**src/rtl/spi_pkg.sv**
```systemverilog
// Shared definitions for the SPI master.
// Holds the FSM state encoding, the bit positions inside the latched mode
// field, and the width function for the SCL edge counter.
package spi_pkg;

    // FSM states
    //   IDLE  : CS high, SCL follows cpol_i, ready for a command
    //   SHIFT : 2*DATA_W SCL edges, one per half-period
    //   TAIL  : one more half-period of CS hold after the final edge
    //   HOLD  : CS low between burst words, ready for the next word
    //   GAP   : CS high for one half-period before returning to IDLE
    typedef enum logic [2:0] {
        ST_IDLE  = 3'd0,
        ST_SHIFT = 3'd1,
        ST_TAIL  = 3'd2,
        ST_HOLD  = 3'd3,
        ST_GAP   = 3'd4
    } state_e;

    // Bit positions inside the 2-bit latched mode field {cpol, cpha}
    localparam int MODE_CPHA = 0;
    localparam int MODE_CPOL = 1;

    // The edge counter has to hold the values 0..2*data_w
    function automatic int edge_cnt_w(input int data_w);
        return $clog2(2 * data_w + 1);
    endfunction

endpackage

```
**src/rtl/spi_clkgen.sv**
```systemverilog
// Half-period tick generator for the SPI master.
// While en_i is high, tick_o pulses for one clk cycle every div_i+1 cycles.
// While en_i is low, the counter is preloaded with div_i. The first tick
// after en_i rises is therefore exactly div_i+1 cycles later.
//   clk_i, rst_i : system clock, synchronous active-high reset
//   en_i         : count enable
//   div_i        : half-period minus one
//   tick_o       : one-cycle pulse at the end of each half-period
module spi_clkgen #(
    parameter int DIV_W = 8
) (
    input  logic             clk_i,
    input  logic             rst_i,
    input  logic             en_i,
    input  logic [DIV_W-1:0] div_i,
    output logic             tick_o
);

    logic [DIV_W-1:0] cnt_q, cnt_d;

    always_comb begin
        cnt_d  = cnt_q;
        tick_o = 1'b0;
        if (!en_i) begin
            cnt_d = div_i;
        end else if (cnt_q == '0) begin
            tick_o = 1'b1;
            cnt_d  = div_i;
        end else begin
            cnt_d = cnt_q - DIV_W'(1);
        end
    end

    always_ff @(posedge clk_i) begin
        if (rst_i) cnt_q <= '0;
        else       cnt_q <= cnt_d;
    end

endmodule

```
**src/rtl/spi_master.sv**
```systemverilog
// Parametrised SPI master supporting all four CPOL/CPHA modes.
// It transmits and receives full duplex, MSB first, and frames words with
// chip select. A word sent with last_i=0 keeps CS low so that the next word
// continues the burst.
//   clk_i, rst_i        : system clock, synchronous active-high reset
//   valid_i/ready_o     : command handshake
//   data_i, dc_i, last_i: word, D/C flag, end-of-burst flag
//   div_i               : half-period minus one (latched at burst start)
//   cpol_i, cpha_i      : SPI mode (latched at burst start)
//   rvalid_o, rdata_o   : received word, one-cycle valid pulse
//   busy_o              : FSM not idle
//   sda_o, sdi_i, scl_o : MOSI, MISO, serial clock
//   dc_o, cs_n_o        : data/command line, chip select (active low)
module spi_master
    import spi_pkg::*;
#(
    parameter int DATA_W = 8,
    parameter int DIV_W  = 8
) (
    input  logic              clk_i,
    input  logic              rst_i,
    input  logic              valid_i,
    output logic              ready_o,
    input  logic [DATA_W-1:0] data_i,
    input  logic              dc_i,
    input  logic              last_i,
    input  logic [DIV_W-1:0]  div_i,
    input  logic              cpol_i,
    input  logic              cpha_i,
    output logic              rvalid_o,
    output logic [DATA_W-1:0] rdata_o,
    output logic              busy_o,
    output logic              sda_o,
    input  logic              sdi_i,
    output logic              scl_o,
    output logic              dc_o,
    output logic              cs_n_o
);

    localparam int            EW        = edge_cnt_w(DATA_W);
    localparam logic [EW-1:0] LAST_EDGE = EW'(2 * DATA_W);

    state_e            state_q, state_d;
    logic [DIV_W-1:0]  div_q, div_d;
    logic [1:0]        mode_q, mode_d;
    logic [DATA_W-1:0] tx_q, tx_d;
    logic [DATA_W-1:0] rx_q, rx_d;
    logic [DATA_W-1:0] rdata_q, rdata_d;
    logic [EW-1:0]     edge_q, edge_d, edge_nxt;
    logic              last_q, last_d;
    logic              scl_q, scl_d;
    logic              sda_q, sda_d;
    logic              dc_q, dc_d;
    logic              cs_n_q, cs_n_d;
    logic              rvalid_q, rvalid_d;
    logic              tick, gen_en, sample_edge;
    logic [DIV_W-1:0]  gen_div;

    // The generator runs through SHIFT, TAIL and GAP. It preloads from div_i
    // in IDLE so that the accept edge starts a full half-period. In HOLD it
    // preloads from the burst divider.
    assign gen_en   = (state_q == ST_SHIFT) || (state_q == ST_TAIL) || (state_q == ST_GAP);
    assign gen_div  = (state_q == ST_IDLE) ? div_i : div_q;
    assign edge_nxt = edge_q + EW'(1);

    spi_clkgen #(.DIV_W(DIV_W)) u_clkgen (
        .clk_i  (clk_i),
        .rst_i  (rst_i),
        .en_i   (gen_en),
        .div_i  (gen_div),
        .tick_o (tick)
    );

    always_comb begin
        state_d     = state_q;
        div_d       = div_q;
        mode_d      = mode_q;
        tx_d        = tx_q;
        rx_d        = rx_q;
        rdata_d     = rdata_q;
        edge_d      = edge_q;
        last_d      = last_q;
        scl_d       = scl_q;
        sda_d       = sda_q;
        dc_d        = dc_q;
        cs_n_d      = cs_n_q;
        rvalid_d    = 1'b0;
        sample_edge = 1'b0;

        unique case (state_q)
            ST_IDLE: begin
                cs_n_d = 1'b1;
                scl_d  = cpol_i;
                if (valid_i) begin
                    div_d   = div_i;
                    mode_d  = {cpol_i, cpha_i};
                    last_d  = last_i;
                    dc_d    = dc_i;
                    cs_n_d  = 1'b0;
                    edge_d  = '0;
                    // With cpha=0 the MSB is on the line before the first edge.
                    // tx is pre-shifted so that every later drive takes tx[MSB].
                    if (cpha_i) begin
                        tx_d = data_i;
                    end else begin
                        tx_d  = {data_i[DATA_W-2:0], 1'b0};
                        sda_d = data_i[DATA_W-1];
                    end
                    state_d = ST_SHIFT;
                end
            end

            ST_HOLD: begin
                scl_d = mode_q[MODE_CPOL];
                if (valid_i) begin
                    last_d = last_i;
                    dc_d   = dc_i;
                    edge_d = '0;
                    if (mode_q[MODE_CPHA]) begin
                        tx_d = data_i;
                    end else begin
                        tx_d  = {data_i[DATA_W-2:0], 1'b0};
                        sda_d = data_i[DATA_W-1];
                    end
                    state_d = ST_SHIFT;
                end
            end

            ST_SHIFT: begin
                if (tick) begin
                    scl_d  = ~scl_q;
                    edge_d = edge_nxt;
                    // Odd edges lead. cpha=0 samples on leading edges and
                    // cpha=1 samples on trailing edges.
                    sample_edge = edge_nxt[0] ^ mode_q[MODE_CPHA];
                    if (sample_edge) begin
                        rx_d = {rx_q[DATA_W-2:0], sdi_i};
                    end else if (edge_nxt != LAST_EDGE) begin
                        sda_d = tx_q[DATA_W-1];
                        tx_d  = {tx_q[DATA_W-2:0], 1'b0};
                    end
                    if (edge_nxt == LAST_EDGE) state_d = ST_TAIL;
                end
            end

            ST_TAIL: begin
                if (tick) begin
                    rvalid_d = 1'b1;
                    rdata_d  = rx_q;
                    if (last_q) begin
                        cs_n_d  = 1'b1;
                        state_d = ST_GAP;
                    end else begin
                        state_d = ST_HOLD;
                    end
                end
            end

            ST_GAP: begin
                if (tick) state_d = ST_IDLE;
            end

            default: state_d = ST_IDLE;
        endcase
    end

    always_ff @(posedge clk_i) begin
        if (rst_i) begin
            state_q  <= ST_IDLE;
            div_q    <= '0;
            mode_q   <= '0;
            tx_q     <= '0;
            rx_q     <= '0;
            rdata_q  <= '0;
            edge_q   <= '0;
            last_q   <= 1'b0;
            scl_q    <= 1'b0;
            sda_q    <= 1'b0;
            dc_q     <= 1'b0;
            cs_n_q   <= 1'b1;
            rvalid_q <= 1'b0;
        end else begin
            state_q  <= state_d;
            div_q    <= div_d;
            mode_q   <= mode_d;
            tx_q     <= tx_d;
            rx_q     <= rx_d;
            rdata_q  <= rdata_d;
            edge_q   <= edge_d;
            last_q   <= last_d;
            scl_q    <= scl_d;
            sda_q    <= sda_d;
            dc_q     <= dc_d;
            cs_n_q   <= cs_n_d;
            rvalid_q <= rvalid_d;
        end
    end

    assign ready_o  = ((state_q == ST_IDLE) || (state_q == ST_HOLD)) && !rst_i;
    assign busy_o   = (state_q != ST_IDLE);
    assign rvalid_o = rvalid_q;
    assign rdata_o  = rdata_q;
    assign sda_o    = sda_q;
    assign scl_o    = scl_q;
    assign dc_o     = dc_q;
    assign cs_n_o   = cs_n_q;

endmodule

```
**config.mk**
```make
export PLATFORM = sky130hd
export DESIGN_NAME = spi_master
export DESIGN_NICKNAME = d
export VERILOG_FILES = /design/src/rtl/spi_pkg.sv /design/src/rtl/spi_clkgen.sv /design/src/rtl/spi_master.sv
export SDC_FILE = /design/constraint.sdc
export NUM_CORES = 1
export LEC_CHECK = 0
export ABC_AREA = 1
export BUFFER_PORTS_ARGS = -buffer_cell sky130_fd_sc_hd__buf_2
export CAP_MARGIN = 20
export CORE_MARGIN = 2
export CORE_UTILIZATION = 55
export DETAILED_ROUTE_END_ITERATION = 10
export PLACE_DENSITY = 0.85
export SYNTH_ARGS = -nofsm -noshare
export SYNTH_HDL_FRONTEND = slang
export SYNTH_SLANG_ARGS = --single-unit
```
**constraint.sdc**
```tcl
create_clock -name clk_i -period 2.2 [get_ports clk_i]
set_input_delay 0.11 -clock clk_i [delete_from_list [all_inputs] [get_ports clk_i]]
set_output_delay 0.11 -clock clk_i [all_outputs]
set_load 0.05 [all_outputs]
```
==> results.toml <==
[timing]
slew_viol_final = 0
hold_ws_ns = 0.0119
finalClockSkew_ns = 0.00535
fmax_mhz = 546
setup_ws_ns = 0.370
rsz0062_at_grt = "false"
timing.setup.tns_ns = 0
slew_headroom_pct = 69.3
hold_violations = 0
min_period_over_period_pct = 83.2
finalSetupViolations = 0
post-route-min-period_ns = 1.83
worstMarginPinSlew_ns = 0.459

[drt]
drtAntennaViolNets = 0
wl_per_cell_um = 12.0
firstDrtPassIters = 4
viasPerCell = 5.32
drt_wl_total_um = 6500
remaining_drc_errors = 0
drt-initial-drc-count = 163
dr_total_vias = 2872

[final_layout]
final_common_cell = "nor2_1"
areaGrowthSynthToFinish_pct = 12.5
final_cell_count_no_fill = 540
antenna_cells = 0
nNetsFinal = 496
layout-drive-gt1-share_pct = 14.9
layout_common_cells = "nor2_1, nand2_1, dfxtp_1"
fillCellCount = 484

[floorplan]
ios = 39
core_area_sq_um = 5070
rows = 26
die-width_um = 76.2
die_h_um = 76.2
die_area_sq_um = 5800
start_util_pct = 56.5

[clock_tree]
cts_root_buf = "clkbuf_8"
clock_latency_ns = 0.32
post_cts_buffers = 0
cts_buffers = 5
cts_tree = "built"
cts.sinks = 56
cts_hold_buf = 0
htreeDepth = 2
clk_path_buf_depth = 2
post_cts_resized = 0
cts.clk_slew.worst_paths_ns = 0.10

[grt]
use_met3_pct = 4.98
grt_use_met2_pct = 39.6
top_usage_layer = "met2"
grtUsageTotal_pct = 23.4
grt.met1_usage_pct = 28.9
grt_pass1_wl_um = 11200
first_global_vias = 2614
grt_overflow_total = 0
grt_max_degree = 33
antenna_found_initial = 0

[logic_synthesis]
syn_area_per_cell_sq_um = 6.63
synth_ff_type = "dfxtp_1"
yosysWarnings = 0
synth_edf_count = 0
synthesis.nets = 459
synth.distinct_cells = 33
netlist_area_sq_um = 2870
async_flop_share_pct = 0
synthCells = 432
yosys_register_bits = 56
synth-seq-area-share_pct = 39.1

[setup_path]
cp-end-kind = "flip-flop"
crit_fanout = 9
required_ns = 2.42
worstSetupPathType = "flip-flop to flip-flop"
arrival_ns = 2.05
critPathLaunchType = "flip-flop"

[placement]
portBuffers = 38
placed_cells = 532
dpl_worst_slack_ns = 0.383
place_congestion = 0.863
hpwl_um = 4760

[status]
status = "completed"

[power_and_ir_drop]
ir_drop_mv = 0.469
leakage_nw = 1.50
power.density_nw_per_um2 = 1290
power_mw = 4.16

[flow_run]
cap_viol_max_count = 0

[hold_path]
hp-class = "input port to flip-flop"
-- path summary, 6_finish.rpt --
| path | start | endpoint | slack [ns] | cells after the start |
|---|---|---|---|---|
| max | state_q[1] | rx_q[1] | 0.37 | 8 |
| min | dc_i | dc_o | 0.01 | 3 |
| min reg2reg | div_q[1] | div_q[1] | 0.45 | 2 |
| max reg2reg | state_q[1] | rx_q[1] | 0.37 | 8 |
-- worst max-delay path: stages (launching register included) --
cell	delay (ns)
dfxtp_1	0.40
nor2_4	0.26
nand2_1	0.17
nor2_1	0.22
inv_2	0.08
nor2_2	0.29
inv_2	0.14
nor2_1	0.12
nor2_1	0.05
-- synthesized netlist by cell type, drive strengths merged (3+ instances only) --
master  count  area (sq um)
a211oi      4          30.0
buf         4          25.0
a31oi       4          25.0
o21ai      54           282
ha          3          37.5
nand3      26           140
clkbuf      9          33.8
inv        49           184
a21oi      32           164
nand4       4          25.0
nor2       95           382
dfxtp      56          1120
nand2      76           295
xor2        4          35.0
-- metal layers --
layer | vias to the layer above | wire length [um]
met1 | 1319 | 2990
met5 | - | 0
met3 | 15 | 291
met4 | 0 | 140
met2 | 69 | 3080
li1 | 1469 | -
-- sequential cells by signal, indices dropped and copies added, names as in the netlist --
name and flops:
cs_n_o 1, u_clkgen.cnt_q 8, sda_o 1, mode_q 2, last_q 1, rvalid_o 1
div_q 8, edge_q 5, rdata_o 8, dc_o 1, state_q 3, rx_q 8
scl_o 1, tx_q 8
-- cell type report --
cell class	count	area (sq um)	share of cell area, %
inverters	50	188	5.82
clock inverters	2	16.3	0.505
well taps	70	87.6	2.72
flip-flops and latches	56	1120	34.8
repair buffers	43	240	7.45
multi-input cells	313	1500	46.5
clock buffers	6	72.6	2.25
-- metrics by stage --
step | util, % | area [sq um]
after global placement | 61.8 | 3130
final | 63.5 | 3220
after global routing | 63.5 | 3220
after detailed placement | 61.8 | 3130
after CTS | 63.5 | 3220
after floorplan | - | 2870
-- cell families after synthesis --
kind of cell | Yosys count | synth area share, %
AO/OA/AOI/OAI | 100 | 19.0
XOR/XNOR | 5 | 1.53
AND/OR/NAND/NOR | 204 | 30.0
flip-flops | 56 | 39.1
buffers and inverters | 63 | 8.60
multiplexers | 1 | 0.393
adder cells (fa/ha/maj) | 3 | 1.31
-- report_power, final --
group | switching, mW | leakage [nW] | internal (mW)
Combinational | 1.42 | 1.00 | 0.682
Sequential | 0.189 | 0.459 | 1.29
Clock | 0.348 | 0.0414 | 0.227
Total | 1.96 | 1.50 | 2.19
(Power assumes the default switching activity.)
